### src/rtl/uart_loopback_bist.sv
// rtl/uart_loopback_bist.sv - stop-and-wait UART loopback self-test engine
module uart_loopback_bist #(
  parameter int CLK_FREQ   = 50_000_000,
  parameter int BAUD       = 115_200,
  parameter int DATA_BITS  = 8,
  parameter int PARITY     = 0,
  parameter int STOP_BITS  = 1,
  parameter int NUM_FRAMES = 16,
  parameter int PATTERN    = 0
) (
  input  logic                 clk,
  input  logic                 rst_n,
  input  logic                 start,
  input  logic                 uart_rx_i,
  output logic                 uart_tx_o,
  output logic                 busy,
  output logic                 done,
  output logic                 pass,
  output logic [15:0]          err_cnt,
  output logic [15:0]          frame_cnt,
  output logic [DATA_BITS-1:0] last_sent,
  output logic [DATA_BITS-1:0] last_rcvd,
  output logic                 err_flag
);

  localparam int DIV        = CLK_FREQ / BAUD;
  localparam int HALF       = DIV / 2;
  localparam int PAR_BITS   = (PARITY != 0) ? 1 : 0;
  localparam int FRAME_BITS = 1 + DATA_BITS + PAR_BITS + STOP_BITS;
  localparam int TO_LIMIT   = 2 * FRAME_BITS * DIV;
  localparam int DW         = $clog2(DIV + 1);

  typedef enum logic [2:0] {S_IDLE, S_SEND, S_WAIT, S_JUDGE, S_GAP} top_state_t;
  typedef enum logic [2:0] {R_IDLE, R_START, R_DATA, R_PAR, R_STOP} rx_state_t;

  // Data for a given pattern index: a plain count, or alternating 0101/1010
  function automatic logic [DATA_BITS-1:0] pattern_of(input logic [DATA_BITS-1:0] idx);
    logic [DATA_BITS-1:0] p;
    p = idx;
    if (PATTERN != 0) begin
      for (int i = 0; i < DATA_BITS; i++) p[i] = (i % 2 == 1) ? idx[0] : ~idx[0];
    end
    return p;
  endfunction

  // Whole line frame, bit 0 first on the wire: start, data LSB first, parity, stops
  function automatic logic [FRAME_BITS-1:0] build_frame(input logic [DATA_BITS-1:0] d);
    logic [FRAME_BITS-1:0] f;
    f = '1;
    f[0] = 1'b0;
    f[DATA_BITS:1] = d;
    if (PARITY != 0) f[DATA_BITS+1] = (^d) ^ (PARITY == 2);
    return f;
  endfunction

  top_state_t            state;
  logic [DW-1:0]         div_cnt;
  logic [3:0]            bit_cnt;
  logic [FRAME_BITS-1:0] tx_shift;
  logic [31:0]           to_cnt;
  logic [DATA_BITS-1:0]  pat_cnt;
  logic                  rx_got;
  logic                  to_hit;

  rx_state_t             rx_state;
  logic                  rx_s1, rx_s2, rx_s3;
  logic [DW-1:0]         rx_cnt;
  logic [3:0]            rx_bit;
  logic [DATA_BITS-1:0]  rx_shift;
  logic                  rx_par_bit;
  logic                  rx_done;
  logic                  rx_par_err;
  logic                  rx_stop_err;

  logic                  gap_end;
  logic                  launch;
  logic [DATA_BITS-1:0]  launch_data;
  logic [FRAME_BITS-1:0] launch_frame;
  logic                  timeout_now;
  logic                  rx_abort;
  logic                  frame_bad;

  assign gap_end      = (div_cnt == DW'(DIV - 1));
  assign launch       = ((state == S_IDLE) && start) ||
                        ((state == S_GAP) && gap_end && (frame_cnt != 16'(NUM_FRAMES)));
  assign launch_data  = pattern_of((state == S_IDLE) ? '0 : pat_cnt + 1'b1);
  assign launch_frame = build_frame(launch_data);
  assign timeout_now  = (to_cnt == 32'(TO_LIMIT - 1));
  // A timeout only counts when no frame arrived; an RX frame then in flight is dropped
  assign rx_abort     = (state == S_WAIT) && !rx_got && !rx_done && timeout_now;
  assign frame_bad    = to_hit || (last_rcvd != last_sent) || rx_par_err || rx_stop_err;

  // Top sequencer: launches frames, serialises them, waits, judges and spaces them
  always_ff @(posedge clk or negedge rst_n) begin
    if (!rst_n) begin
      state     <= S_IDLE;
      div_cnt   <= '0;
      bit_cnt   <= '0;
      tx_shift  <= '1;
      to_cnt    <= '0;
      pat_cnt   <= '0;
      rx_got    <= 1'b0;
      to_hit    <= 1'b0;
      uart_tx_o <= 1'b1;
      busy      <= 1'b0;
      done      <= 1'b0;
      pass      <= 1'b0;
      err_cnt   <= '0;
      frame_cnt <= '0;
      last_sent <= '0;
      err_flag  <= 1'b0;
    end else begin
      err_flag <= 1'b0;
      case (state)
        S_IDLE: begin
          if (start) begin
            err_cnt   <= '0;
            frame_cnt <= '0;
            done      <= 1'b0;
            pass      <= 1'b0;
            busy      <= 1'b1;
            pat_cnt   <= '0;
          end
        end
        S_SEND: begin
          to_cnt <= to_cnt + 32'd1;
          if (rx_done) rx_got <= 1'b1;
          if (div_cnt == DW'(DIV - 1)) begin
            div_cnt <= '0;
            if (bit_cnt == 4'(FRAME_BITS - 1)) begin
              state <= S_WAIT;
            end else begin
              uart_tx_o <= tx_shift[0];
              tx_shift  <= {1'b1, tx_shift[FRAME_BITS-1:1]};
              bit_cnt   <= bit_cnt + 4'd1;
            end
          end else begin
            div_cnt <= div_cnt + 1'b1;
          end
        end
        S_WAIT: begin
          to_cnt <= to_cnt + 32'd1;
          if (rx_got || rx_done) begin
            to_hit <= 1'b0;
            state  <= S_JUDGE;
          end else if (timeout_now) begin
            to_hit <= 1'b1;
            state  <= S_JUDGE;
          end
        end
        S_JUDGE: begin
          err_flag <= frame_bad;
          if (frame_bad && (err_cnt != 16'hFFFF)) err_cnt <= err_cnt + 16'd1;
          frame_cnt <= frame_cnt + 16'd1;
          div_cnt   <= '0;
          state     <= S_GAP;
        end
        S_GAP: begin
          if (gap_end) begin
            div_cnt <= '0;
            if (frame_cnt == 16'(NUM_FRAMES)) begin
              busy  <= 1'b0;
              done  <= 1'b1;
              pass  <= (err_cnt == 16'd0);
              state <= S_IDLE;
            end else begin
              pat_cnt <= pat_cnt + 1'b1;
            end
          end else begin
            div_cnt <= div_cnt + 1'b1;
          end
        end
        default: state <= S_IDLE;
      endcase
      if (launch) begin
        uart_tx_o <= launch_frame[0];
        tx_shift  <= {1'b1, launch_frame[FRAME_BITS-1:1]};
        last_sent <= launch_data;
        bit_cnt   <= '0;
        div_cnt   <= '0;
        to_cnt    <= '0;
        rx_got    <= 1'b0;
        to_hit    <= 1'b0;
        state     <= S_SEND;
      end
    end
  end

  // Two-flop synchroniser plus one history flop for falling-edge detection
  always_ff @(posedge clk or negedge rst_n) begin
    if (!rst_n) begin
      rx_s1 <= 1'b1;
      rx_s2 <= 1'b1;
      rx_s3 <= 1'b1;
    end else begin
      rx_s1 <= uart_rx_i;
      rx_s2 <= rx_s1;
      rx_s3 <= rx_s2;
    end
  end

  // Receiver: mid-bit sampling, glitch rejection on the start bit, frame checks
  always_ff @(posedge clk or negedge rst_n) begin
    if (!rst_n) begin
      rx_state    <= R_IDLE;
      rx_cnt      <= '0;
      rx_bit      <= '0;
      rx_shift    <= '0;
      rx_par_bit  <= 1'b0;
      rx_done     <= 1'b0;
      rx_par_err  <= 1'b0;
      rx_stop_err <= 1'b0;
      last_rcvd   <= '0;
    end else begin
      rx_done <= 1'b0;
      if (rx_abort) begin
        rx_state <= R_IDLE;
      end else begin
        case (rx_state)
          R_IDLE: begin
            if (rx_s3 && !rx_s2) begin
              rx_state <= R_START;
              rx_cnt   <= '0;
            end
          end
          R_START: begin
            if (rx_cnt == DW'(HALF - 1)) begin
              rx_cnt <= '0;
              rx_bit <= '0;
              rx_state <= rx_s2 ? R_IDLE : R_DATA;
            end else begin
              rx_cnt <= rx_cnt + 1'b1;
            end
          end
          R_DATA: begin
            if (rx_cnt == DW'(DIV - 1)) begin
              rx_cnt   <= '0;
              rx_shift <= {rx_s2, rx_shift[DATA_BITS-1:1]};
              if (rx_bit == 4'(DATA_BITS - 1)) rx_state <= (PARITY != 0) ? R_PAR : R_STOP;
              else rx_bit <= rx_bit + 4'd1;
            end else begin
              rx_cnt <= rx_cnt + 1'b1;
            end
          end
          R_PAR: begin
            if (rx_cnt == DW'(DIV - 1)) begin
              rx_cnt     <= '0;
              rx_par_bit <= rx_s2;
              rx_state   <= R_STOP;
            end else begin
              rx_cnt <= rx_cnt + 1'b1;
            end
          end
          R_STOP: begin
            if (rx_cnt == DW'(DIV - 1)) begin
              rx_cnt      <= '0;
              rx_done     <= 1'b1;
              last_rcvd   <= rx_shift;
              rx_stop_err <= !rx_s2;
              rx_par_err  <= (PARITY != 0) && (((^rx_shift) ^ rx_par_bit) != (PARITY == 2));
              rx_state    <= R_IDLE;
            end else begin
              rx_cnt <= rx_cnt + 1'b1;
            end
          end
          default: rx_state <= R_IDLE;
        endcase
      end
    end
  end

endmodule

### config.mk
export PLATFORM = sky130hd
export DESIGN_NAME = uart_loopback_bist
export DESIGN_NICKNAME = d
export VERILOG_FILES = /design/src/rtl/uart_loopback_bist.sv
export SDC_FILE = /design/constraint.sdc
export NUM_CORES = 1
export LEC_CHECK = 0
export CELL_PAD_IN_SITES_DETAIL_PLACEMENT = 0
export CELL_PAD_IN_SITES_GLOBAL_PLACEMENT = 1
export CORE_MARGIN = 2
export CORE_UTILIZATION = 40
export CTS_CLUSTER_DIAMETER = 40
export DETAILED_ROUTE_END_ITERATION = 10
export GPL_ROUTABILITY_DRIVEN = 0
export PLACE_DENSITY = 0.83
export SLEW_MARGIN = 25
export SYNTH_ARGS = -nofsm -noshare
export SYNTH_HDL_FRONTEND = slang
export SYNTH_SLANG_ARGS = --single-unit
### constraint.sdc
create_clock -name clk -period 2.51 [get_ports clk]
set_clock_uncertainty 0.1 [all_clocks]
set_input_delay 0.251 -clock clk [delete_from_list [all_inputs] [get_ports clk]]
set_output_delay 0.251 -clock clk [all_outputs]
set_load 0.02 [all_outputs]
==> results of run 1 <==
==> state kept, by name, summed over array words and instances (netlist names), 3 cells and up <==
register / count
bit_cnt: 4
div_cnt: 9
err_cnt: 16
frame_cnt: 16
last_rcvd: 8
last_sent: 8
pat_cnt: 8
rx_bit: 4
rx_cnt: 9
rx_shift: 8
rx_state: 3
state: 3
to_cnt: 32
tx_shift: 8
==> power by group through the flow <==
stage	Combinational (mW)	Sequential [mW]	Clock, mW
2_1_floorplan	0.216	2.48	0
3_3_place_gp	0.374	2.49	0
3_5_place_dp	0.380	2.49	0
4_1_cts	0.382	2.45	2.64
5_1_grt	0.428	2.45	2.75
6_report	0.377	2.45	2.58
==> placed cells by master, fill, tap and decap left out, types with 11 or more instances in the layout <==
master / n
sky130_fd_sc_hd__dfrtp_1: 136
sky130_fd_sc_hd__nor2_1: 68
sky130_fd_sc_hd__clkdlybuf4s50_1: 55
sky130_fd_sc_hd__nand2_1: 52
sky130_fd_sc_hd__nand3_1: 50
sky130_fd_sc_hd__o21ai_0: 49
sky130_fd_sc_hd__buf_4: 38
sky130_fd_sc_hd__inv_1: 29
sky130_fd_sc_hd__xor2_1: 28
sky130_fd_sc_hd__nand4_1: 27
sky130_fd_sc_hd__a21oi_1: 20
sky130_fd_sc_hd__mux2_2: 18
sky130_fd_sc_hd__xnor2_1: 17
sky130_fd_sc_hd__clkbuf_16: 17
sky130_fd_sc_hd__and3_1: 15
sky130_fd_sc_hd__a21o_1: 14
sky130_fd_sc_hd__ha_1: 14
sky130_fd_sc_hd__o31ai_1: 13
sky130_fd_sc_hd__nor3_1: 12
sky130_fd_sc_hd__dfstp_2: 12
sky130_fd_sc_hd__nor4_1: 11
sky130_fd_sc_hd__o211ai_1: 11
==> metrics by stage <==
| stage | std cells | hold WS (ns) | instance area [µm²] |
|---|---|---|---|
| 6_report | 1096 | 0.131 | 9250 |
| 5_1_grt | 1096 | 0.132 | 9250 |
| 4_1_cts | 1096 | 0.119 | 9250 |
| 3_5_place_dp | 1063 | 0.116 | 8640 |
| 3_3_place_gp | 1063 | 0.110 | 8640 |
| 2_1_floorplan | 760 | -0.145 | 7600 |
==> path summary, 6_finish.rpt <==
path | end | cells after the start | slack (ns) | from
max | rx_cnt[2] | 7 | 0.20 | to_cnt[0]
min | rx_s1 | 1 | 0.13 | uart_rx_i
max reg2reg | rx_cnt[2] | 7 | 0.20 | to_cnt[0]
min reg2reg | rx_s2 | 0 | 0.27 | rx_s1
max in group asynchronous | uart_tx_o | 3 | 1.28 | rst_n
min in group asynchronous | rx_cnt[5] | 2 | 0.23 | rst_n
==> layout make-up <==
cell class / instances / share of cell area
Multi-Input combinational cell: 555 / 0.393
Inverter: 30 / 0.0122
Clock inverter: 15 / 0.0187
Timing Repair Buffer: 97 / 0.0969
Clock buffer: 17 / 0.0460
Sequential cell: 148 / 0.402
Tap cell: 234 / 0.0316
==> worst reg2reg max path, cell delays in order, from the launching register on <==
cell                       delay [ns]
sky130_fd_sc_hd__dfrtp_1         0.38
sky130_fd_sc_hd__ha_1            0.22
sky130_fd_sc_hd__nor4bb_1        0.25
sky130_fd_sc_hd__nand4_1         0.22
sky130_fd_sc_hd__nor4_4          0.42
sky130_fd_sc_hd__buf_12          0.20
sky130_fd_sc_hd__or3b_1          0.27
sky130_fd_sc_hd__o21ai_0         0.13
==> layer usage <==
layer | routed length (µm) | track usage | share of wire
met2 | 7690 | 0.268 | 0.45
met5 | 0 | 0 | 0
met4 | 185 | 0.0547 | 0.011
met3 | 580 | 0.0391 | 0.034
met1 | 8510 | 0.260 | 0.50
==> what timing repair did <==
item                                    in CTS  in global routing
endpoints found under the hold margin       44                  0
endpoints found under the setup margin       0                  5
resized for setup                            0                  2
hold buffers                                 1                  0
==> kinds of logic (layout without fill, tap and decap cells) <==
group,Yosys count,count (layout),share of synthesized area
flops,148,148,0.490
fa+ha+maj,14,14,0.0231
buf+inv,57,159,0.0328
xor+xnor,45,45,0.0519
simple gates,316,316,0.225
mux,29,29,0.0425
compound gates,151,151,0.135
==> flow_summary_export.csv, run 1 <==
group,metric,value,unit
cts,cts-root-to-sink-buffers,2,
sta,setup_violating_endpoint_count_in_the_final_report,0,
logic_synthesis,post_synth_main_area_contributors,"sky130_fd_sc_hd__dfrtp_1, sky130_fd_sc_hd__dfstp_2, sky130_fd_sc_hd__nor2_1",
final_layout,final_layout_size_suffix_gt1_frac,0.146,
run,max-cap-violations,0,
sta,final_hold_violation_count,0,
detailed_routing,drtPass1Iterations,7,
pwr,power.sequential.fraction,0.452,
final_layout,register_area,3720,µm²
pwr,power.net_switching,1.34,mW
global_routing,grt_pass1_vias,5790,
sta,timing.final.ws_setup,0.198,ns
final_layout,flow.area_growth_from_synthesis,21.8,%
global_routing,globalRouteOverflowTotal,0,
pwr,power_per_cell_area,584,nW/µm²
final_layout,insertedDiodeCount,0,
pwr,intPower,4.07,mW
logic_synthesis,synth_sequential_area_ratio,0.490,
die,fp.coreArea,18600,µm²
cts,cts-buffers-inserted,17,
sta,timing.final.max_slew_violations,0,
pwr,report.power.total,5.41,mW
placement,place_ws,0.197,ns
detailed_routing,routed_wirelength_normalized_by_instance_count,15.5,µm
logic_synthesis,synthesis.instances,760,
pwr,leakage_power_figure,4.15,nW
critical_path,max_stage_delay_cell_worst_path,"sky130_fd_sc_hd__nor4_4",
critical_path,cp_slowest_stage_delay,0.42,ns
critical_path,largest_delay_contributor_family_on_the_critical_path,"simple AND/OR/NAND/NOR gates",
die,die_y,142,µm
sta,max_clock_freq,432,MHz
global_routing,grt_first_pass_wirelength,29100,µm
pwr,p_clk_frac,0.478,
detailed_routing,drc,0,
critical_path,critPathRequiredTime,2.71,ns
critical_path,crit_path_cell_trace,"ha_1, nor4bb_1, nand4_1, nor4_4, buf_12, or3b_1, o21ai_0",
logic_synthesis,yosysTopAreaCell,"sky130_fd_sc_hd__dfrtp_1",
placement,detailedPlacementHpwl,11700,µm
logic_synthesis,share_of_async_settable_or_async_resettable_flops_after_synthesis,1.00,
detailed_routing,detail-route-antenna-nets,0,
sta,worst_pin_slew,0.588,ns
sta,final.period_utilization,0.921,
logic_synthesis,yosys-top-cells-count,"sky130_fd_sc_hd__dfrtp_1, sky130_fd_sc_hd__nor2_1, sky130_fd_sc_hd__nand2_1",
cts,cts_tree,"built",
detailed_routing,post_drt_via_cell_ratio,5.57,
logic_synthesis,synth_cell_type_count,70,
critical_path,setup.worst_path.start_class,"flip-flop",
logic_synthesis,synth_warnings,0,
final_layout,area_occupied_by_multi_input_gates,3630,µm²
sta,period_needed,2.31,ns
cts,clkLatencyLatePin,0.43,ns
logic_synthesis,post-synth-top-count-cell,"sky130_fd_sc_hd__dfrtp_1",
pwr,switching_share,0.248,
cts,cts_max_level,4,
detailed_routing,wl,17000,µm
logic_synthesis,syn_avg_cell_area,9.99,µm²
critical_path,path_buf_inv,1,
die,number_of_placement_rows,50,
sta,setup_total_negative_slack,0,ns
logic_synthesis,number_of_synthesized_flops_with_an_enable_pin,0,
cts,path_clk_slew,0.06,ns
logic_synthesis,syn_area,7600,µm²
worst_hold_path,worstHoldPathType,"input port to flip-flop",
cts,cts.root.buffer_cell,"sky130_fd_sc_hd__clkbuf_16",
logic_synthesis,netlist.area_leader.share,0.448,
detailed_routing,dr_total_vias,6101,
final_layout,finalNetCount,867,
detailed_routing,detailedRoute.firstIterationViolations,355,
critical_path,crit_arrival,2.51,ns
cts,post-cts-setup-buffers,0,
global_routing,grt_start_max_net_pins,65,
status,run_status,"complete, no violations",
cts,clkSinkCount,148,
sta,timing.slew.headroom,0.605,
die,floorplan.io_pins,57,
pwr,power.combinational.fraction,0.070,
die,initial_utilization,0.407,
global_routing,number_of_antenna_violations_at_the_first_check_in_global_routing,0,
final_layout,layout.core_utilization,0.496,
critical_path,path_max_fanout,19,
logic_synthesis,syn-num-nets,778,
die,die_width,142,µm
final_layout,layout.filler_cells,1754,
global_routing,grt_use_total,0.179,
sta,grt_setup_unrepaired,"false",
pwr,worst_ir_drop_vdd,390,µV
die,fp.dieArea,20100,µm²
placement,io_buffers,56,
critical_path,critPathKind,"flip-flop to flip-flop",
logic_synthesis,ys_seq_elements,148,
critical_path,endpoint_kind,"flip-flop",
logic_synthesis,top_reg_cell_synth,"sky130_fd_sc_hd__dfrtp_1",
(Power assumes the default switching activity.)
==> run 2, diff against run 1 <==
Settings changed: CAP_MARGIN set to 0.
==> results of run 2 <==
Final layout, timing and power as in run 1 (identical DEF).
